<file path="config.mk">
export PLATFORM = sky130hd
export DESIGN_NAME = ibex_bus_arb
export DESIGN_NICKNAME = d
export VERILOG_FILES = /design/src/rtl/ibex_bus_arb.sv
export SDC_FILE = /design/constraint.sdc
export NUM_CORES = 1
export LEC_CHECK = 0
export ABC_AREA = 1
export BUFFER_PORTS_ARGS = -buffer_cell sky130_fd_sc_hd__buf_2
export CORE_AREA = 2 2 117 119
export DETAILED_ROUTE_END_ITERATION = 8
export DIE_AREA = 0 0 119 121
export GPL_TIMING_DRIVEN = 0
export MAX_ROUTING_LAYER = met4
export SLEW_MARGIN = 10
export SYNTH_ARGS = -nofsm -noshare
export SYNTH_HDL_FRONTEND = slang
export SYNTH_SLANG_ARGS = --single-unit
export TNS_END_PERCENT = 20
</file>
<file path="constraint.sdc">
create_clock -name clk_i -period 4.9 [get_ports clk_i]
set_input_delay 0.245 -clock clk_i [delete_from_list [all_inputs] [get_ports clk_i]]
set_output_delay 0.245 -clock clk_i [all_outputs]
set_load 0.005 [all_outputs]
</file>
<file path="src/rtl/ibex_bus_arb.sv">
// Round-robin OBI arbiter merging NumChannels hosts onto one bus; optional error counter under IBEX_BUS_ARB_ERR_COUNT_EN.
// Latency: grant and response routing combinational; backpressure: request held locked until host_gnt_i, stalls at MaxOutstanding.
module ibex_bus_arb #(
  parameter int NumChannels    = 2,
  parameter int MaxOutstanding = 4,
  parameter int AddrWidth      = 32,
  parameter int DataWidth      = 32
) (
  input  logic                                      clk_i,
  input  logic                                      rst_i,
  input  logic [NumChannels-1:0]                    ch_req_i,
  output logic [NumChannels-1:0]                    ch_gnt_o,
  input  logic [NumChannels-1:0]                    ch_we_i,
  input  logic [NumChannels-1:0][DataWidth/8-1:0]   ch_be_i,
  input  logic [NumChannels-1:0][AddrWidth-1:0]     ch_addr_i,
  input  logic [NumChannels-1:0][DataWidth-1:0]     ch_wdata_i,
  output logic [NumChannels-1:0]                    ch_rvalid_o,
  output logic [NumChannels-1:0]                    ch_err_o,
  output logic [DataWidth-1:0]                      ch_rdata_o,
  output logic                                      host_req_o,
  output logic                                      host_we_o,
  output logic [DataWidth/8-1:0]                    host_be_o,
  output logic [AddrWidth-1:0]                      host_addr_o,
  output logic [DataWidth-1:0]                      host_wdata_o,
  input  logic                                      host_gnt_i,
  input  logic                                      host_rvalid_i,
  input  logic                                      host_err_i,
  input  logic [DataWidth-1:0]                      host_rdata_i,
  output logic [15:0]                               err_cnt_o
);

  localparam int IdxW = (NumChannels > 1) ? $clog2(NumChannels) : 1;
  localparam int CntW = $clog2(MaxOutstanding + 1);
  localparam int PtrW = (MaxOutstanding > 1) ? $clog2(MaxOutstanding) : 1;

  logic [IdxW-1:0] fifo_q [MaxOutstanding];
  logic [PtrW-1:0] wptr_q, rptr_q;
  logic [CntW-1:0] cnt_q;
  logic [IdxW-1:0] last_q, lock_idx_q;
  logic            lock_q;

  logic [IdxW-1:0] rr_sel, sel, head;
  logic            room, accept, rsp;
  int              rr_idx;

  function automatic logic [PtrW-1:0] ptr_inc(input logic [PtrW-1:0] p);
    return (p == PtrW'(MaxOutstanding - 1)) ? '0 : p + 1'b1;
  endfunction

  // Walk downwards so the last hit is the nearest requester after last_q.
  always_comb begin
    rr_sel = last_q;
    rr_idx = 0;
    for (int i = NumChannels; i >= 1; i--) begin
      rr_idx = (int'(last_q) + i) % NumChannels;
      if (ch_req_i[IdxW'(rr_idx)]) rr_sel = IdxW'(rr_idx);
    end
  end

  assign room       = cnt_q < CntW'(MaxOutstanding);
  assign sel        = lock_q ? lock_idx_q : rr_sel;
  assign host_req_o = ~rst_i & ((|ch_req_i) | lock_q) & room;
  assign accept     = host_req_o & host_gnt_i;
  assign head       = fifo_q[rptr_q];
  assign rsp        = ~rst_i & host_rvalid_i & (cnt_q != '0);

  assign host_we_o    = host_req_o & ch_we_i[sel];
  assign host_be_o    = host_req_o ? ch_be_i[sel]    : '0;
  assign host_addr_o  = host_req_o ? ch_addr_i[sel]  : '0;
  assign host_wdata_o = host_req_o ? ch_wdata_i[sel] : '0;
  assign ch_rdata_o   = host_rdata_i;

  always_comb begin
    ch_gnt_o          = '0;
    ch_rvalid_o       = '0;
    ch_err_o          = '0;
    ch_gnt_o[sel]     = accept;
    ch_rvalid_o[head] = rsp;
    ch_err_o[head]    = rsp & host_err_i;
  end

  always_ff @(posedge clk_i) begin
    if (rst_i) begin
      wptr_q     <= '0;
      rptr_q     <= '0;
      cnt_q      <= '0;
      lock_q     <= 1'b0;
      lock_idx_q <= '0;
      last_q     <= IdxW'(NumChannels - 1);
    end else begin
      if (accept) begin
        wptr_q <= ptr_inc(wptr_q);
        last_q <= sel;
        lock_q <= 1'b0;
      end else if (host_req_o) begin
        lock_q     <= 1'b1;
        lock_idx_q <= sel;
      end
      if (rsp) rptr_q <= ptr_inc(rptr_q);
      cnt_q <= cnt_q + CntW'(accept) - CntW'(rsp);
    end
  end

  // Storage needs no reset: pointers and count define validity.
  always_ff @(posedge clk_i) begin
    if (accept) fifo_q[wptr_q] <= sel;
  end

`ifdef IBEX_BUS_ARB_ERR_COUNT_EN
  logic [15:0] err_cnt_q;

  always_ff @(posedge clk_i) begin
    if (rst_i) begin
      err_cnt_q <= '0;
    end else if (rsp && host_err_i && (err_cnt_q != 16'hFFFF)) begin
      err_cnt_q <= err_cnt_q + 16'd1;
    end
  end

  assign err_cnt_o = err_cnt_q;
`else
  assign err_cnt_o = '0;
`endif

endmodule

</file>
==> results of run 1 <==
## cell usage after synthesis
cell type   n  area (um2)
nand2_1    99       371.6
inv_1      94       352.8
nor2_1     88       330.3
nand3_1    77       385.4
a21oi_1    74       370.4
buf_4      59       442.9
buf_2      16       80.08
dfxtp_1    12       240.2
buf_6       8       90.09
ha_1        7       87.58
edfxtp_1    4       120.1
clkbuf_1    2       7.510
inv_2       2       7.510
buf_1       1       3.750
conb_1      1       3.750
fa_1        1       20.02
nand2_2     1       6.260
nor2_2      1       6.260
## power groups by stage
stage / Combinational [uW] / Sequential [uW] / Clock (uW)
after global placement: 684 / 180 / 0
after detailed placement: 688 / 181 / 0
after CTS: 690 / 178 / 165
after global routing: 773 / 181 / 166
final: 680 / 177 / 158
after floorplan: 421 / 176 / 0
## worst max-delay path by stage
stage,startpoint,endpoint,slack [ns]
final,lock_q$_SDFFE_PP0P_,cnt_q[2]$_SDFF_PP0_,2.83
after global routing,lock_q$_SDFFE_PP0P_,cnt_q[2]$_SDFF_PP0_,2.61
after CTS,lock_q$_SDFFE_PP0P_,host_addr_o[12],2.78
after detailed placement,rst_i,cnt_q[2]$_SDFF_PP0_,2.75
after global placement,rst_i,cnt_q[2]$_SDFF_PP0_,2.76
after floorplan,lock_q$_SDFFE_PP0P_,cnt_q[2]$_SDFF_PP0_,3.01
## final cells by class
cell class / instances / area (um2) / area share
clock buffers: 3 / 75.07 / 0.01652
well taps: 176 / 220.2 / 0.04844
repair buffers: 252 / 1261 / 0.2775
plain buffers: 86 / 624.3 / 0.1374
multi-input cells: 364 / 1638 / 0.3603
diodes: 1 / 2.502 / 0.0005505
clock inverters: 1 / 3.754 / 0.0008258
flip-flops and latches: 16 / 360.3 / 0.07927
inverters: 96 / 360.3 / 0.07927
## per-layer routing
| layer | track usage | part of all wire | up-vias |
|---|---|---|---|
| li1 | - | - | 2149 |
| met1 | 0.2074 | 0.43 | 1705 |
| met2 | 0.2884 | 0.49 | 183 |
| met3 | 0.03430 | 0.085 | 2 |
| met4 | 0.004464 | 0.0014 | 0 |
| met5 | - | 0 | - |
## worst max-delay path, stage by stage, from the launching register on
cell and delay [ns]:
dfxtp_1 0.37, nor2_1 0.06, nand2_1 0.09, nand3_1 0.12, buf_2 0.20, ha_1 0.29, inv_1 0.04, ha_1 0.18
fa_1 0.38, inv_1 0.07, nand3_1 0.07, a21oi_1 0.13
## per-stage QoR
stage,instance area [um2],util,power [uW]
after floorplan,2983,-,597.4
after global placement,4464,0.3412,863.4
after detailed placement,4464,0.3412,868.2
after CTS,4543,0.3472,1033
after global routing,4546,0.3474,1120
final,4546,0.3474,1015
## logic make-up after synthesis
| logic type | Yosys count | share of synthesized area |
|---|---|---|
| compound gates | 74 | 0.1266 |
| fa+ha+maj | 8 | 0.03677 |
| buf+inv | 182 | 0.3365 |
| flops | 16 | 0.1231 |
| other cells | 1 | 0.001281 |
| simple gates | 266 | 0.3758 |
==> key figures, run 1 <==
Outcome
  – Status: completed

Synth
  – Yosys reg bits: 16
  – Netlist cell types: 18
  – Post-synthesis cell area: ~2900 um2
  – Synthesized area per cell: approximately 5.4 um2
  – Synth warn: 0
  – Cells after Synth: 547
  – Sequential share of the synthesized area: 0.1231

Timing
  – Worst Skew: about 0.0031 ns
  – Relative slew slack: 0.5346
  – Tcrit/Tclk final: 0.4228
  – Worst slew pin tran: ~0.7 ns
  – Final hold vios: 0
  – Unrepaired setup endpoints after global routing: no
  – Fmax: slightly below 0.5 GHz
  – Final slew viol count: 0
  – Final setup fails: 0
  – Tmin final: just over 2 ns
  – Minimum hold slack: between 0.2 and 0.3 ns
  – Setup ws final: approximately 2.8 ns
  – Final TNS setup: 0 ns

Placement
  – GP Congestion: ~0.80
  – Pre-CTS worst setup slack: approximately 2.7 ns
  – Post-Place Cells: just under 1000
  – IO Port Bufs: 252
  – Post-DP HPWL: roughly 10 mm

Setup path
  – CP Data Required Time: around 5.1 ns
  – Critical Path Sink Type: register
  – RR Endpoint: cnt_q[2]$_SDFF_PP0_
  – Critical path class: register to register
  – Worst reg2reg path depth: 11
  – Critical path launch point type: register
  – Internal reg-to-reg setup slack: approximately 2.8 ns
  – Crit Reg-Reg Startpoint: lock_q$_SDFFE_PP0P_
  – Crit-path max FO: 10
  – Worst Path Arrival: about 2.3 ns

Power
  – Sw Pwr: between 400 and 500 uW
  – Sequential share of power: 0.175
  – Leak pwr: 0.002969 uW
  – Pwr dens: 223.3 nW/um2
  – Peak supply drop: ~260 uV
  – P_int: 571.6 uW
  – Sw Ratio: 0.4369
  – Clk network pwr share: 0.156
  – Comb power frac: 0.669

Min path
  – Hold Crit Start: rst_i
  – Hold path depth: 2
  – HP Class: primary input to register
  – Hold EP: lock_q$_SDFFE_PP0P_

Floorplan
  – Die area: ~14000 um2
  – Core Area: between 10000 and 15000 um2
  – Die Ht: roughly 120 um
  – Ports: 301
  – Die Span X: 119 um
  – Row cnt: 42
  – Initial Util: 0.2237

Clocking
  – Clk_lat worst skew: roughly 0.25 ns
  – Max Buffers Root-to-Sink: 2
  – Post-cts sizing count: 0
  – CTS sink cnt: 16
  – CTS tree: yes
  – Post-CTS Setup Bufs: 0
  – Clock Root Buffer: clkbuf_16
  – Hold_buf cts: 0
  – CTS clk-pin slew, worst paths: approximately 0.05 ns
  – CTS Buf Count: 3
  – H-tree lvl count: 1

Drt
  – DRT antenna net count: 0
  – Via count: roughly 4000
  – Detailed Routing Iterations Pass 1: 4
  – Total Wirelength: 12.53 mm
  – Vias/cell: ~4.1
  – Drt initial violations: 147
  – Remaining DRCs: 0
  – Avg WL per Cell: roughly 13 um

GRT
  – First-pass GRT wire length: 18.61 mm
  – Grt total ovfl: 0
  – Vias in the first global route: 3624
  – Overall Global Routing Usage: 0.1648
  – Largest net degree at the start of global routing: 11
  – Initial antenna violation count: 1

Finish
  – Nets: between 1000 and 1500
  – Commonest non-fill, non-tap cell in the layout: buf_2
  – P&R area growth vs syn: 55.32%
  – Layout cells sized above 1: 0.4181
  – Most frequent cells in the layout: 268 x buf_2, 99 x nand2_1, 94 x inv_1
  – Cell Count, Final, Fillers Out: between 900 and 1000
  – Filler cells: 1521

Run
  – Max cap viols: 0
Power figures use the tool's default switching activity.
==> run 2: changes to the inputs <==
--- a/config.mk
+++ b/config.mk
@@ -7,9 +7,9 @@
 export LEC_CHECK = 0
 export ABC_AREA = 1
 export BUFFER_PORTS_ARGS = -buffer_cell sky130_fd_sc_hd__buf_2
-export CORE_AREA = 2 2 117 119
+export CORE_AREA = 2 2 116 118
 export DETAILED_ROUTE_END_ITERATION = 8
-export DIE_AREA = 0 0 119 121
+export DIE_AREA = 0 0 118 120
 export GPL_TIMING_DRIVEN = 0
 export MAX_ROUTING_LAYER = met4
 export SLEW_MARGIN = 10
==> constraint.sdc (replaced) <==
create_clock -name clk_i -period 1.75 [get_ports clk_i]
set_input_delay 0.0875 -clock clk_i [delete_from_list [all_inputs] [get_ports clk_i]]
set_output_delay 0.0875 -clock clk_i [all_outputs]
set_load 0.005 [all_outputs]
==> run 2 against run 1 <==
Compared with the run above:
- clock-buffer cell count unchanged
- die area is 1.7% lower
- final cell count grew 0.70%
==> key figures, run 2 (same netlist as run 1, synthesis figures left out) <==
Setup path
  – Crit-path max FO: 4 (was 10)
  – Worst Path Arrival: 1.94 ns (was 2.25 ns)
  – CP peak stage delay: 0.52 ns (was 0.38 ns)
  – Crit Reg-Reg Startpoint: cnt_q[2]$_SDFF_PP0_ (was lock_q$_SDFFE_PP0P_)
  – CP Data Required Time: 1.94 ns (was 5.08 ns)
  – Worst Setup SP: cnt_q[2]$_SDFF_PP0_ (was lock_q$_SDFFE_PP0P_)
  – RR Endpoint: cnt_q[1]$_SDFF_PP0_ (was cnt_q[2]$_SDFF_PP0_)
  – Buf/Inv on CP: 4 (was 3)
  – Worst path most repeated cell: inv_2
  – Internal reg-to-reg setup slack: 0.005 ns (was 2.83 ns)
  – CP Depth: 10 (was 11)
  – Critical Path Sink: cnt_q[1]$_SDFF_PP0_ (was cnt_q[2]$_SDFF_PP0_)
  – Worst path slowest cell: fa_2 (was fa_1)
  – Critical path launch point type: register (unchanged)
  – Worst reg2reg path depth: 10 (was 11)
  – Cell Chain, Critical Path: inv_2, nand3_2, nand3_2, inv_2, ha_4, inv_2, ha_4, fa_2, inv_2, nor2_2 (was nor2_1, nand2_1, nand3_1, buf_2, ha_1, inv_1, ha_1, fa_1, inv_1, nand3_1, a21oi_1)
  – Critical Path Sink Type: register (unchanged)
  – Critical path class: register to register (unchanged)
  – Delay-heaviest family, CP: adder cells (unchanged)

GRT
  – Vias in the first global route: 3680 (was 3624)
  – First-pass GRT wire length: 18.34 mm (was 18.61 mm)
  – Grt total ovfl: 0 (unchanged)
  – Overall Global Routing Usage: 0.1639 (was 0.1648)
  – Largest net degree at the start of global routing: 11 (unchanged)
  – Initial antenna violation count: 0 (was 1)

Timing
  – Unrepaired setup endpoints after global routing: yes (was no)
  – Fmax: 0.5730 GHz (was 0.4827 GHz)
  – Final slew viol count: 0 (unchanged)
  – Worst Skew: 0.002231 ns (was 0.003129 ns)
  – Minimum hold slack: 0.1018 ns (was 0.2598 ns)
  – Final hold vios: 0 (unchanged)
  – Tmin final: 1.745 ns (was 2.072 ns)
  – Setup ws final: 0.004719 ns (was 2.828 ns)
  – Tcrit/Tclk final: 0.9973 (was 0.4228)
  – Final setup fails: 0 (unchanged)

Drt
  – Drt initial violations: 108 (was 147)
  – Top sig layer: met4 (unchanged)
  – Post-route met1 wirelength: 5.008 mm (was 5.371 mm)
  – Total Wirelength: 12.13 mm (was 12.53 mm)
  – Avg WL per Cell: 12.11 um (was 12.59 um)
  – DRT antenna net count: 0 (unchanged)
  – Met2 Wirelength: 6.092 mm (was 6.081 mm)
  – Detailed Routing Iterations Pass 1: 5 (was 4)
  – Vias/cell: 4.059 (about the same)
  – Via count: 4067 (was 4039)
  – Remaining DRCs: 0 (unchanged)
  – WL met3: 942 um (was 1.059 mm)

Placement
  – Placed Area: 4506 um2 (was 4464 um2)
  – Post-DP HPWL: 9.996 mm (was 10.35 mm)
  – Post-Place Cells: 990 (unchanged)
  – IO Port Bufs: 252 (unchanged)
  – GP Congestion: 0.7797 (was 0.7951)
  – Pre-CTS worst setup slack: -0.1551 ns (was 2.750 ns)

Floorplan
  – Die Ht: 120 um (was 121 um)
  – Core Area: 12980 um2 (was 13090 um2)
  – Row cnt: 42 (unchanged)
  – Die area: 14160 um2 (was 14400 um2)
  – Initial Util: 0.2255 (was 0.2237)
  – Die Span X: 118 um (was 119 um)
  – Ports: 301 (unchanged)

Clocking
  – CTS tree: yes (unchanged)
  – CTS clk-pin slew, worst paths: 0.05 ns (about the same)
  – CTS Buf Count: 3 (unchanged)
  – Clock Root Buffer: clkbuf_16 (unchanged)
  – Max Buffers Root-to-Sink: 2 (unchanged)
  – Clk_lat worst skew: 0.25 ns (about the same)
  – CTS sink cnt: 16 (unchanged)
  – H-tree lvl count: 1 (unchanged)

Finish
  – Ant. Diodes: 0 (was 1)
  – Most frequent cells in the layout: 257 x buf_2, 97 x nand2_1, 88 x inv_1 (was 268 x buf_2, 99 x nand2_1, 94 x inv_1)
  – Layout cells sized above 1: 0.4504 (was 0.4181)
  – Util after Layout: 0.3673 (was 0.3474)
  – P&R area growth vs syn: 62.89% (was 55.32%)
  – Nets: 1012 (was 1004)
  – Register area: 366.6 um2 (was 360.3 um2)
  – Cell Count, Final, Fillers Out: 1002 (was 995)
  – Design area: 4767 um2 (was 4546 um2)
  – Commonest non-fill, non-tap cell in the layout: buf_2 (unchanged)
  – Multi-input logic area: 1705 um2 (was 1638 um2)
  – Filler cells: 1544 (was 1521)

Power
  – Pwr dens: 628.7 nW/um2 (was 223.3 nW/um2)
  – Leak pwr: 0.003057 uW (was 0.002969 uW)
  – Peak supply drop: 337.6 uV (was 260.7 uV)

Run
  – Max cap viols: 0 (unchanged)

Min path
  – HP Class: primary input to register (unchanged)

Outcome
  – Status: completed (unchanged)
==> run 2: changes by cell type in the layout (fill, tap and decap cells not counted), moves of 3 or more <==
cell and delta:
buf_4 +12, buf_2 -11, inv_1 -6, inv_2 +5, clkbuf_4 +3, dfxtp_1 -3, nand3_1 -3, nand3_2 +3
==> run 2: through the flow <==
step / TNS (ns) / total power, uW
finish: 0 / 2997
global route: -0.1421 / 3315
CTS: -0.02422 / 2966
detailed placement: -0.2965 / 2431
global placement: -0.2738 / 2419
floorplan: -0.02678 / 1696
==> run 2: worst min path at each step <==
| stage | from | end | cells after the start |
|---|---|---|---|
| 3_3_place_gp | host_rdata_i[9] | ch_rdata_o[9] | 2 |
| 6_report | rst_i | cnt_q[1]$_SDFF_PP0_ | 2 |
| 3_5_place_dp | host_rdata_i[23] | ch_rdata_o[23] | 2 |
| 5_1_grt | rst_i | cnt_q[1]$_SDFF_PP0_ | 2 |
| 4_1_cts | rst_i | cnt_q[2]$_SDFF_PP0_ | 2 |
| 2_1_floorplan | rst_i | cnt_q[2]$_SDFF_PP0_ | 1 |
==> run 2: power breakdown <==
part / total, uW / switching [uW] / internal [uW]
Clock: 449 / 146 / 303
Sequential: 510 / 53.3 / 456
Combinational: 2040 / 1080 / 954
==> run 2: layout make-up <==
type / count / share of cell area
Multi-Input combinational cell: 364 / 0.3577
Sequential cell: 16 / 0.07690
Buffer: 85 / 0.1425
Clock buffer: 3 / 0.01575
Clock inverter: 1 / 0.0007874
Timing Repair Buffer: 261 / 0.2829
Inverter: 96 / 0.07717
Tap cell: 176 / 0.04619
==> run 2: routing by layer <==
| layer | up-vias | global-route usage |
|---|---|---|
| li1 | 2167 | - |
| met1 | 1727 | 0.1954 |
| met2 | 166 | 0.2951 |
| met3 | 7 | 0.02804 |
| met4 | 0 | 0.02485 |
| met5 | - | - |
==> run 2: worst reg2reg max path: stages (launching register included) <==
cell	delay, ns
dfxtp_4	0.36
inv_2	0.06
nand3_2	0.07
nand3_2	0.08
inv_2	0.06
ha_4	0.25
inv_2	0.04
ha_4	0.14
fa_2	0.52
inv_2	0.03
nor2_2	0.08
==> run 2: what timing repair did <==
| item | in CTS | in global routing |
|---|---|---|
| gates cloned | 0 | 1 |
| setup endpoints to repair | 71 | 62 |
| pin swaps | 6 | 5 |
| resized for setup | 17 | 29 |
| buffers inserted | 7 | 1 |
| hold buffers | 0 | 0 |
==> run 3: changes to the inputs <==
--- a/config.mk
+++ b/config.mk
@@ -12,6 +12,7 @@
 export DIE_AREA = 0 0 118 120
 export GPL_TIMING_DRIVEN = 0
 export MAX_ROUTING_LAYER = met4
+export PLACE_DENSITY_LB_ADDON = 0.12
 export SLEW_MARGIN = 10
 export SYNTH_ARGS = -nofsm -noshare
 export SYNTH_HDL_FRONTEND = slang
==> run 3 against run 2 <==
Compared with the run above:
- largest cell class unchanged
- highest routed layer unchanged
- combinational power grew 2%
- register-to-register slack is essentially flat
- clock skew grew 0.00072 ns
==> key figures, run 3 (same netlist as run 1, synthesis figures left out) <==
Drt
  – Met2 Wirelength: 5.974 mm (was 6.092 mm)
  – Vias/cell: 4.048 (was 4.059)
  – Via count: 4076 (was 4067)
  – WL met3: 747 um (was 942 um)
  – Total Wirelength: 12.03 mm (was 12.13 mm)
  – DRT antenna net count: 0 (unchanged)
  – Top sig layer: met4 (unchanged)
  – Drt initial violations: 136 (was 108)
  – Detailed Routing Iterations Pass 1: 4 (was 5)
  – Remaining DRCs: 0 (unchanged)
  – Post-route met1 wirelength: 5.246 mm (was 5.008 mm)
  – Avg WL per Cell: 11.94 um (was 12.11 um)

Floorplan
  – Core Area: 12980 um2 (unchanged)
  – Row cnt: 42 (unchanged)
  – Initial Util: 0.2255 (unchanged)
  – Die Span X: 118 um (unchanged)
  – Die Ht: 120 um (unchanged)
  – Ports: 301 (unchanged)
  – Die area: 14160 um2 (unchanged)

Setup path
  – Crit-path max FO: 4 (unchanged)
  – Critical path launch point type: register (unchanged)
  – Worst Path Arrival: 1.93 ns (was 1.94 ns)
  – Critical path class: register to register (unchanged)
  – Critical Path Sink Type: register (unchanged)
  – CP Data Required Time: 1.93 ns (was 1.94 ns)

Timing
  – Unrepaired setup endpoints after global routing: yes (unchanged)
  – Setup ws final: 0.0002760 ns (was 0.004719 ns)
  – Final slew viol count: 0 (unchanged)
  – Worst Skew: 0.002954 ns (was 0.002231 ns)
  – Fmax: 0.5715 GHz (was 0.5730 GHz)
  – Tmin final: 1.750 ns (was 1.745 ns)
  – Tcrit/Tclk final: 0.9998 (was 0.9973)
  – Final setup fails: 0 (unchanged)
  – Final hold vios: 0 (unchanged)

Finish
  – Cell Count, Final, Fillers Out: 1007 (was 1002)
  – Commonest non-fill, non-tap cell in the layout: buf_2 (unchanged)
  – Most frequent cells in the layout: 261 x buf_2, 96 x nand2_1, 87 x inv_1 (was 257 x buf_2, 97 x nand2_1, 88 x inv_1)
  – Layout cells sized above 1: 0.4577 (was 0.4504)
  – P&R area growth vs syn: 65.67% (was 62.89%)
  – Nets: 1014 (was 1012)

Clocking
  – Clk_lat worst skew: 0.24 ns (was 0.25 ns)
  – H-tree lvl count: 1 (unchanged)
  – Clock Root Buffer: clkbuf_16 (unchanged)
  – CTS tree: yes (unchanged)
  – Max Buffers Root-to-Sink: 2 (unchanged)
  – CTS Buf Count: 3 (unchanged)
  – CTS sink cnt: 16 (unchanged)
  – Hold_buf cts: 0 (unchanged)
  – CTS clk-pin slew, worst paths: 0.05 ns (about the same)

Placement
  – GP Congestion: 0.8566 (was 0.7797)
  – Post-Place Cells: 990 (unchanged)
  – IO Port Bufs: 252 (unchanged)
  – Pre-CTS worst setup slack: -0.1685 ns (was -0.1551 ns)
  – Post-DP HPWL: 9.902 mm (was 9.996 mm)

Power
  – Leak pwr: 0.003073 uW (was 0.003057 uW)
  – Peak supply drop: 433.8 uV (was 337.6 uV)
  – Pwr dens: 637.2 nW/um2 (was 628.7 nW/um2)

Outcome
  – Status: completed (unchanged)

Run
  – Max cap viols: 0 (unchanged)

GRT
  – Largest net degree at the start of global routing: 11 (unchanged)
  – First-pass GRT wire length: 18.06 mm (was 18.34 mm)
  – Overall Global Routing Usage: 0.1579 (was 0.1639)
  – Vias in the first global route: 3630 (was 3680)
  – Initial antenna violation count: 3 (was 0)
  – Grt total ovfl: 0 (unchanged)

Min path
  – HP Class: primary input to register (unchanged)
[run 3: worst paths after layout]
kind / from / endpoint / slack [ns] / cells past startpoint
min: rst_i / cnt_q[1]$_SDFF_PP0_ / 0.12 / 2
max reg2reg: cnt_q[2]$_SDFF_PP0_ / cnt_q[1]$_SDFF_PP0_ / 0.0003 / 10
max: cnt_q[2]$_SDFF_PP0_ / cnt_q[1]$_SDFF_PP0_ / 0.0003 / 10
min reg2reg: last_q$_SDFFE_PP1P_ / last_q$_SDFFE_PP1P_ / 0.46 / 2
[run 3: what timing repair did]
action | CTS | global route
pin swaps | 3 | 7
setup endpoints to repair | 23 | 73
gates resized for setup | 5 | 45
setup buffers | 4 | 5
cloned | 0 | 2
[run 3: critical path, stage by stage (launching register included)]
cell	delay, ns
dfxtp_4	0.36
inv_2	0.07
nand3_2	0.08
nand3_4	0.08
inv_4	0.04
ha_4	0.25
inv_2	0.03
ha_4	0.14
fa_2	0.52
inv_2	0.03
nor2_1	0.08
[run 3: power by group]
part / leakage (uW) / switching [uW] / total, uW / internal [uW]
combinational: 0.00289 / 1100 / 2090 / 995
clock: 0.0000442 / 135 / 481 / 347
sequential: 0.000136 / 55.7 / 516 / 460
[run 3: layout make-up]
type | instances | area [um2]
repair buffers | 263 | 1379
clock buffers | 4 | 88.84
inverters | 96 | 367.9
well taps | 176 | 220.2
fillers | 1499 | 8132
diodes | 3 | 7.507
multi-input cells | 364 | 1729
flip-flops and latches | 16 | 369.1
plain buffers | 85 | 686.9
[run 3: through the flow]
step | hold slack (ns) | utilization | total power, uW | instance area, um2 | TNS, ns
finish | 0.1198 | 0.3735 | 3089 | 4848 | 0
global route | 0.1376 | 0.3735 | 3416 | 4848 | -0.4120
CTS | 0.1248 | 0.3575 | 2950 | 4641 | -0.06300
detailed placement | 0.3417 | 0.3471 | 2421 | 4506 | -0.3170
global placement | 0.3412 | 0.3471 | 2424 | 4506 | -0.3086
floorplan | 0.1492 | - | 1696 | 3024 | -0.02678
[run 3: per-layer routing]
metal,vias up,GRT usage
met5,-,-
met4,0,0.01581
met3,10,0.02234
met2,183,0.2794
met1,1700,0.1982
li1,2183,-
